==> config.mk <==
export PLATFORM = sky130hd
export DESIGN_NAME = temp_spi_sequencer
export DESIGN_NICKNAME = d
export VERILOG_FILES = /design/src/rtl/temp_spi_sequencer_pkg.sv /design/src/rtl/temp_spi_sequencer_sclk_divider.sv /design/src/rtl/temp_spi_sequencer.sv
export SDC_FILE = /design/constraint.sdc
export NUM_CORES = 1
export LEC_CHECK = 0
export ABC_AREA = 0
export CAP_MARGIN = 20
export CORE_UTILIZATION = 52
export CTS_CLUSTER_DIAMETER = 50
export DETAILED_ROUTE_END_ITERATION = 16
export HOLD_SLACK_MARGIN = 0.1
export PLACE_DENSITY = 0.8
export SETUP_SLACK_MARGIN = 0.15
export SLEW_MARGIN = 20
export SYNTH_ARGS = -nofsm -noshare
export SYNTH_HDL_FRONTEND = slang
export SYNTH_SLANG_ARGS = --single-unit
==> constraint.sdc <==
create_clock -name clk -period 2.3 [get_ports clk]
set_input_delay 0.575 -clock clk [delete_from_list [all_inputs] [get_ports clk]]
set_output_delay 0.575 -clock clk [all_outputs]
set_load 0.1 [all_outputs]
==> src/rtl/temp_spi_sequencer_pkg.sv <==
// Shared types and constants for the temperature-sensor SPI transaction sequencer.
package temp_spi_sequencer_pkg;

    typedef enum logic [2:0] {
        ST_IDLE,
        ST_SETUP,
        ST_SHIFT,
        ST_HOLD,
        ST_WAIT_END
    } state_t;

    localparam int unsigned EDGES_PER_XFER = 48;
    localparam int unsigned BYTES_PER_XFER = 3;
    localparam int unsigned MSB_CAPTURE_H  = 33;
    localparam int unsigned EDGES_PER_BYTE = EDGES_PER_XFER / BYTES_PER_XFER;

    // Half-periods after which the shift stage must be reloaded for the next byte.
    function automatic logic is_reload_h(input logic [5:0] h);
        return (h != '0) && (h < 6'(EDGES_PER_XFER)) && ((h % 6'(EDGES_PER_BYTE)) == '0);
    endfunction

endpackage

==> src/rtl/temp_spi_sequencer_sclk_divider.sv <==
// Half-period counter for SCLK generation; tick marks the last cycle of each half-period.
module temp_spi_sequencer_sclk_divider #(
    parameter int unsigned CLK_DIV = 4
) (
    input  logic                       clk,
    input  logic                       rst,
    input  logic                       clear,
    output logic [$clog2(CLK_DIV)-1:0] count,
    output logic                       tick
);

    localparam int unsigned CW = $clog2(CLK_DIV);
    localparam logic [CW-1:0] LAST = CW'(CLK_DIV - 1);

    assign tick = !clear && (count == LAST);

    always_ff @(posedge clk) begin
        if (rst || clear) begin
            count <= '0;
        end else if (tick) begin
            count <= '0;
        end else begin
            count <= count + 1'b1;
        end
    end

endmodule

==> src/rtl/temp_spi_sequencer.sv <==
// Three-byte SPI read sequencer (command, temp MSB, temp LSB) driving a byte-level shift stage.
module temp_spi_sequencer
    import temp_spi_sequencer_pkg::*;
#(
    parameter int unsigned CLK_DIV     = 4,
    parameter logic [7:0]  CMD         = 8'h50,
    parameter int unsigned AUTO_PERIOD = 0,
    parameter int unsigned END_TIMEOUT = 8
) (
    input  logic        clk,
    input  logic        rst,
    input  logic        req,
    input  logic [7:0]  d_in,
    input  logic        transfer_end,
    output logic        sclk,
    output logic        cs,
    output logic        start,
    output logic [7:0]  d_outw,
    output logic        busy,
    output logic [15:0] raw,
    output logic        temp_valid,
    output logic        err
);

    localparam int unsigned DIV_W     = $clog2(CLK_DIV);
    localparam int unsigned TO_W      = (END_TIMEOUT > 1) ? $clog2(END_TIMEOUT) : 1;
    localparam int unsigned AUTO_W    = (AUTO_PERIOD > 1) ? $clog2(AUTO_PERIOD) : 1;
    localparam int unsigned AUTO_LAST = (AUTO_PERIOD > 0) ? AUTO_PERIOD - 1 : 0;

    state_t              state, state_n;
    logic [5:0]          h, h_n;
    logic [TO_W-1:0]     tcnt, tcnt_n;
    logic [AUTO_W-1:0]   acnt, acnt_n;
    logic [7:0]          msb_q, lsb_q;
    logic                te_meta, te_sync;
    logic [DIV_W-1:0]    div_count;
    logic                div_tick, div_clear;
    logic                auto_tick, capture_msb, capture_lsb;
    logic                sclk_n, cs_n, start_n, busy_n, valid_n, err_n;
    logic [7:0]          dout_n;
    logic [15:0]         raw_n;

    assign div_clear = (state == ST_IDLE) || (state == ST_WAIT_END);

    temp_spi_sequencer_sclk_divider #(
        .CLK_DIV (CLK_DIV)
    ) u_sclk_divider (
        .clk   (clk),
        .rst   (rst),
        .clear (div_clear),
        .count (div_count),
        .tick  (div_tick)
    );

    assign auto_tick   = (AUTO_PERIOD != 0) && (acnt == AUTO_W'(AUTO_LAST));
    assign capture_msb = (state == ST_SHIFT) && (h == 6'(MSB_CAPTURE_H)) && (div_count == '0);
    assign capture_lsb = (state == ST_SHIFT) && (h == 6'(EDGES_PER_XFER)) && div_tick;

    always_comb begin
        state_n = state;
        h_n     = h;
        tcnt_n  = tcnt;
        acnt_n  = acnt;
        raw_n   = raw;
        valid_n = 1'b0;
        err_n   = 1'b0;

        unique case (state)
            ST_IDLE: begin
                if (AUTO_PERIOD != 0) begin
                    acnt_n = auto_tick ? '0 : acnt + 1'b1;
                end
                if (req || auto_tick) begin
                    state_n = ST_SETUP;
                    h_n     = '0;
                    acnt_n  = '0;
                end
            end
            ST_SETUP: begin
                if (div_tick) begin
                    state_n = ST_SHIFT;
                    h_n     = 6'd1;
                end
            end
            ST_SHIFT: begin
                if (div_tick) begin
                    if (h == 6'(EDGES_PER_XFER)) begin
                        state_n = ST_HOLD;
                    end else begin
                        h_n = h + 6'd1;
                    end
                end
            end
            ST_HOLD: begin
                if (div_tick) begin
                    state_n = ST_WAIT_END;
                    tcnt_n  = '0;
                end
            end
            ST_WAIT_END: begin
                if (te_sync) begin
                    raw_n   = {msb_q, lsb_q};
                    valid_n = 1'b1;
                    state_n = ST_IDLE;
                end else if (tcnt == TO_W'(END_TIMEOUT - 1)) begin
                    err_n   = 1'b1;
                    state_n = ST_IDLE;
                end else begin
                    tcnt_n = tcnt + 1'b1;
                end
            end
            default: state_n = ST_IDLE;
        endcase

        // Outputs are derived from next-state values so the registered pins line up with state.
        cs_n    = !((state_n == ST_SETUP) || (state_n == ST_SHIFT) || (state_n == ST_HOLD));
        sclk_n  = (state_n == ST_SHIFT) ? ~h_n[0] : 1'b1;
        start_n = (state_n == ST_SETUP) ||
                  ((state_n == ST_SHIFT) && (is_reload_h(h_n) || (is_reload_h(h) && div_tick)));
        dout_n  = (state_n == ST_SETUP) ? CMD : 8'h00;
        busy_n  = (state_n != ST_IDLE);
    end

    always_ff @(posedge clk) begin
        if (rst) begin
            state      <= ST_IDLE;
            h          <= '0;
            tcnt       <= '0;
            acnt       <= '0;
            msb_q      <= '0;
            lsb_q      <= '0;
            te_meta    <= 1'b0;
            te_sync    <= 1'b0;
            sclk       <= 1'b1;
            cs         <= 1'b1;
            start      <= 1'b0;
            d_outw     <= '0;
            busy       <= 1'b0;
            raw        <= '0;
            temp_valid <= 1'b0;
            err        <= 1'b0;
        end else begin
            state      <= state_n;
            h          <= h_n;
            tcnt       <= tcnt_n;
            acnt       <= acnt_n;
            te_meta    <= transfer_end;
            te_sync    <= te_meta;
            sclk       <= sclk_n;
            cs         <= cs_n;
            start      <= start_n;
            d_outw     <= dout_n;
            busy       <= busy_n;
            raw        <= raw_n;
            temp_valid <= valid_n;
            err        <= err_n;
            if (capture_msb) msb_q <= d_in;
            if (capture_lsb) lsb_q <= d_in;
        end
    end

endmodule

# Word-level counts from Yosys, hierarchy flattened
# Cells that the tools add are included.
op_classes:
  n_eq_ne: 14
  addsub: 3
  order_cmp: 2
  reduce_logical: 33
  bitwise_logic: 3
  n_mux: 20
op_table:
  columns: ["operator", "n"]
  rows:
  - ["$mux 3", 10]
  - ["$mux 6", 4]
  - ["$pmux 6 s3", 1]
  - ["$pmux 3 s5", 1]
  - ["$eq 3x2->1 const B", 4]
  - ["$eq 6x6->1 const B", 2]
  - ["$logic_not 6->1", 2]
  - ["$lt 6x6->1 const B", 2]
  - ["$reduce_bool 6->1", 2]
  - ["$logic_and 1x1->1", 11]
  - ["$mux 7", 1]
  - ["$add 6x1->6 const B", 1]
  - ["$eq 3x1->1 const B", 2]
  - ["$eq 3x3->1 const B", 2]
  - ["$logic_or 1x1->1", 6]
  - ["$ne 2x2->1 const B", 3]
  - ["$pmux 3 s2", 1]
  - ["$reduce_or 2->1", 3]
  - ["$reduce_and 4->1", 1]
  - ["$add 3x1->3 const B", 1]
  - ["$logic_not 3->1", 1]
  - ["$not 1->1", 3]
  - ["$reduce_bool 3->1", 1]
  - ["$reduce_or 3->1", 1]
  - ["other kinds (7)", 9]
totals:
  ff_bits: 62
  wordCells: 91
  inputBits: 12

# Longest topological paths before layout
depth:
  ltp_word: 12
  mapped_depth: 8
  ltp_nobuf: 7

# Cells and area by module
# A second synthesis with hierarchy kept.
unflattened:
  hier_cells: 265
  area_unflattened_um2: 2334.7
modules_own_cells:
  columns: ["mod", "n_inst", "cells_each", "area_each_um2"]
  rows:
  - ["temp_spi_sequencer", 1, 259, 2248.4]
  - ["temp_spi_sequencer_sclk_divider", 1, 6, 86.3]

# Least setup slack after synthesis
# Ideal clock, no wire load.
synth_path:
  path_type: "register -> register"
  from: "register h[3]"
  to: "register start"
  slack_ps: 346
  required_time_ps: 2213
  n_path_buf: 2
  arrival_ps: 1867
  path_stages_with_launch: 8
  setup_ps: 87
  cell_sequence: "dfxtp_1 buf_6 or3b_1 buf_6 or4_4 a2111oi_4 a31oi_1 o31ai_1"
synth_via:
  elab_chain_len: 10
synth_rtl:
  columns: ["item", "line", "source"]
  rows:
  - ["from (decl)", "temp_spi_sequencer.sv:31", "logic [5:0] h, h_n;"]
  - ["from (signal assigned)", "temp_spi_sequencer.sv:144", "h <= h_n;"]
  - ["$add 6x1->6 / $eq 6x6->1 (equally long branches)", "temp_spi_sequencer.sv:90, temp_spi_sequencer.sv:87", null]
  - ["$mux 6", "temp_spi_sequencer.sv:87", "if (h == 6'(EDGES_PER_XFER)) begin"]
  - ["$mux 6", "temp_spi_sequencer.sv:86", "if (div_tick) begin"]
  - ["$pmux 6 s3", "temp_spi_sequencer.sv:68", "unique case (state)"]
  - ["$lt 6x6->1 / $reduce_bool 6->1 (equally long branches)", "temp_spi_sequencer_pkg.sv:19", "return (h != '0) && (h < 6'(EDGES_PER_XFER)) && ((h % 6'(EDGES_PER_BYTE)) == '0);"]
  - ["$logic_and 1x1->1 (2 in a row)", "temp_spi_sequencer_pkg.sv:19", null]
  - ["$logic_or 1x1->1", "temp_spi_sequencer.sv:119", "((state_n == ST_SHIFT) && (is_reload_h(h_n) || (is_reload_h(h) && div_tick)));"]
  - ["$logic_and 1x1->1", "temp_spi_sequencer.sv:119", null]
  - ["$logic_or 1x1->1 *", "temp_spi_sequencer.sv:118", "start_n = (state_n == ST_SETUP) ||"]
  - ["to (signal assigned)", "temp_spi_sequencer.sv:151", "start <= start_n;"]
  - ["to (decl)", "temp_spi_sequencer.sv:17", "output logic start,"]
# Mark *: on every way between the ends. The rest lies on a longest branch, timed or not.
# A chain may end at the register's enable or synchronous reset.

# Worst setup path after layout
layout_path:
  from: "register h[1]"
  to: "register start"
# Same word-level chain as after synthesis.

==> out/results.tsv <==
stage	metric	value	unit
power_and_ir_drop	switching portion of total power	27.5	%
cts	Clock Tree Buf Depth	2	
synthesis	Synth async-reset ratio	0	%
sta	Slew @ Worst Pin	0.606	ns
layout	# nets final	317	
synthesis	Main synth FF type	dfxtp_1	
sta	Worst slew margin	59.6	%
drt	Remaining DRCs	0	
synthesis	Synth Warn #	0	
cts	CTS tree	done	
setup_path	critical path class	reg2reg	
layout	fin area	0.00286	mm²
synthesis	number of synthesized register bits	55	
die	std cell rows	24	
global_routing	first-pass GRT wire length	8090	µm
synthesis	multiplexer share of the synthesized area	6.90	%
synthesis	combinational family with the most area after synthesis	simple AND/OR/NAND/NOR gates	
setup_path	reg2reg path depth	7	
cts	clk slew on worst S/H paths	0.10	ns
global_routing	vias in the first global route	1826	
synthesis	Seq/Total Area, Yosys	44.7	%
drt	routed via count	1966	
synthesis	count leader, synth	dfxtp_1	
power_and_ir_drop	Clk pwr share	33.4	%
cts	Sink Count	55	
sta	max-slew violations	0	
die	Die X	70.9	µm
layout	Layout area overhead	16.1	%
die	Die Y	70.9	µm
power_and_ir_drop	Leak	1.05	nW
setup_path	Worst EP arrival	2.24	ns
synthesis	Synth Area in Compound Gates	14.8	%
drt	via/cell ratio	5.60	
placement	I/O Buffers	35	
cts	CTS Buf Count	5	
synthesis	adder-cell share of the synthesized area	3.55	%
synthesis	Netlist Area Pre-Place	0.00246	mm²
placement	GPL Wtd Cong	0.934	
global_routing	antenna violations before repair	0	
synthesis	Post-Synth XOR/XNOR Area	0.711	%
synthesis	simple-gate share of the synthesized area	21.1	%
min_path	Min-Delay Path Depth	2	
global_routing	pin count of the biggest net entering global routing	44	
placement	dpl cell area	0.00274	mm²
run	max_cap viols	0	
drt	initial DRC count	208	
setup_path	CP max FO	5	
die	IO Pins	42	
setup_path	CP startpoint kind	flip-flop	
power_and_ir_drop	Pwr per Cell Area	606	mW/mm²
power_and_ir_drop	Sequential Power Share	55.9	%
drt	Detail Route Antenna Nets	0	
sta	Max Freq	498	MHz
global_routing	Overflow after GRT	0	
sta	# setup viols final	0	
die	Initial Util	55.5	%
cts	Clock Latency Late Sink	0.31	ns
layout	Non-Filler Instances	351	
layout	share of layout cells above drive strength 1	20.1	%
synthesis	Distinct cells, synth	50	
power_and_ir_drop	power share of the combinational group	10.6	%
sta	hold_ws	0.458	ns
die	full die area	0.00502	mm²
die	core area	0.00444	mm²
placement	Placed Instances	343	
cts	clk root buf	clkbuf_8	
sta	RSZ-0062 raised after global routing	no	
status	status	completed	
layout	Ant. Diodes	0	
synthesis	Post-synth top cells	dfxtp_1, nand2_1, a21oi_1, nor2_1, mux2i_1	
synthesis	largest cells by area after synthesis	dfxtp_1, mux2i_1, nand2_1	
synthesis	Syn Inst Count	266	
power_and_ir_drop	worst vdd ir	0.533	mV
layout	number of filler cells placed in the layout	378	
power_and_ir_drop	Net Sw Power	0.000477	W
synthesis	syn_area_per_cell	9.27	µm²
drt	total routed wirelength	5020	µm
sta	final hold vios	0	
setup_path	element type at the critical path end	flip-flop	
sta	period utilization	87.3	%
cts	Post-CTS Setup Bufs	0	
synthesis	top cell type by total area after synthesis	dfxtp_1	
sta	fin crit period	2.01	ns
synthesis	top-area cell type share of the netlist area	44.7	%
setup_path	WP data required	2.53	ns
power_and_ir_drop	Int Power	0.00126	W
global_routing	Total GRT Usage	20.3	%
min_path	HP Class	reg2reg	
drt	Detailed Routing Iterations Pass 1	6	
cts	htree depth	2	
drt	routed len/inst	14.3	µm
placement	post-detail-place hpwl	3550	µm
synthesis	Post-synth EDFFs	0	
sta	Setup TNS	0	ns
sta	clock skew	0.00800	ns
[path summary, 6_finish.rpt]
| check | from | to | slack, ns |
|---|---|---|---|
| worst max-delay path | h[1]$_SDFF_PP0_ | start$_SDFF_PP0_ | 0.29 |
| worst min-delay path | lsb_q[7]$_SDFFE_PP0P_ | raw[7]$_SDFFE_PP0P_ | 0.46 |
| worst max register to register | h[1]$_SDFF_PP0_ | start$_SDFF_PP0_ | 0.29 |
| worst min register to register | lsb_q[7]$_SDFFE_PP0P_ | raw[7]$_SDFFE_PP0P_ | 0.46 |
[layer usage]
| layer | track usage [%] | wire length, µm | vias up |
|---|---|---|---|
| li1 | - | - | 966 |
| met1 | 23.9 | 2150 | 939 |
| met2 | 37.0 | 2540 | 50 |
| met3 | 3.99 | 240 | 11 |
| met4 | 6.89 | 88 | 0 |
| met5 | 0 | 0 | - |
[area by class of cell]
| type | count | area (µm²) | area share, % |
|---|---|---|---|
| flip-flops and latches | 55 | 1100 | 38.5 |
| repair buffers | 45 | 360 | 12.6 |
| clock inverters | 2 | 17.5 | 0.612 |
| multi-input cells | 184 | 1210 | 42.3 |
| inverters | 7 | 26.3 | 0.918 |
| clock buffers | 6 | 82.6 | 2.88 |
| well taps | 52 | 65.1 | 2.27 |
[stage by stage]
stage	power, W	utilization, %	setup WS, ns
finish	0.00173	64.4	0.291
global route	0.00178	64.4	0.158
CTS	0.00174	64.0	0.203
detailed placement	0.00118	61.7	0.108
global placement	0.00117	61.7	0.147
floorplan	0.00114	-	0.346
[placed cells by master, fill, tap and decap left out, types with 2 or more instances in the layout]
master and count:
nor4b_1 2, nand3_1 4, clkbuf_8 6, clkdlybuf4s50_1 10, a2111oi_4 2, or3b_1 3
conb_1 6, or3b_4 2, inv_6 2, ha_1 6, nor3b_1 4, dfxtp_1 55
a21oi_1 23, nor2_1 23, nor4_1 4, buf_4 34, xnor2_1 2, o21ai_0 2
inv_1 7, o211a_1 2, nand3b_1 2, a31oi_1 2, mux2i_1 17, nand2_1 42
o211ai_1 4, nor2b_1 5
[power by group through the flow]
| stage | combinational (W) | sequential [W] | clock (W) |
|---|---|---|---|
| after floorplan | 0.000104 | 0.00104 | 0 |
| after global placement | 0.000182 | 0.000991 | 0 |
| after detailed placement | 0.000183 | 0.000992 | 0 |
| after CTS | 0.000184 | 0.000970 | 0.000588 |
| after global routing | 0.000192 | 0.000971 | 0.000617 |
| final | 0.000184 | 0.000970 | 0.000580 |
[worst max-delay path: stages (launching register included)]
cell	delay, ns
dfxtp_1	0.35
inv_1	0.13
ha_1	0.23
nand2_1	0.16
or4_4	0.57
a2111oi_4	0.34
a31oi_1	0.07
o31ai_1	0.08
[timing repair]
item	CTS	global route
resized for setup	0	4
setup endpoints to repair	0	3
hold buffers	0	0
[cells by family after synthesis]
kind of cell,after synthesis
AND/OR/NAND/NOR,101
flip-flops,55
AO/OA/AOI/OAI,51
buffers and inverters,32
multiplexers,17
adder cells (fa/ha/maj),7
XOR/XNOR,2
other,1
[state kept, by name, indices dropped and copies added (netlist names)]
signal,count
d_outw,1
start,1
te_sync,1
busy,1
u_sclk_divider.count,2
h,6
raw,16
lsb_q,8
msb_q,8
state,3
err,1
temp_valid,1
tcnt,3
te_meta,1
sclk,1
cs,1
(Power assumes the default switching activity.)
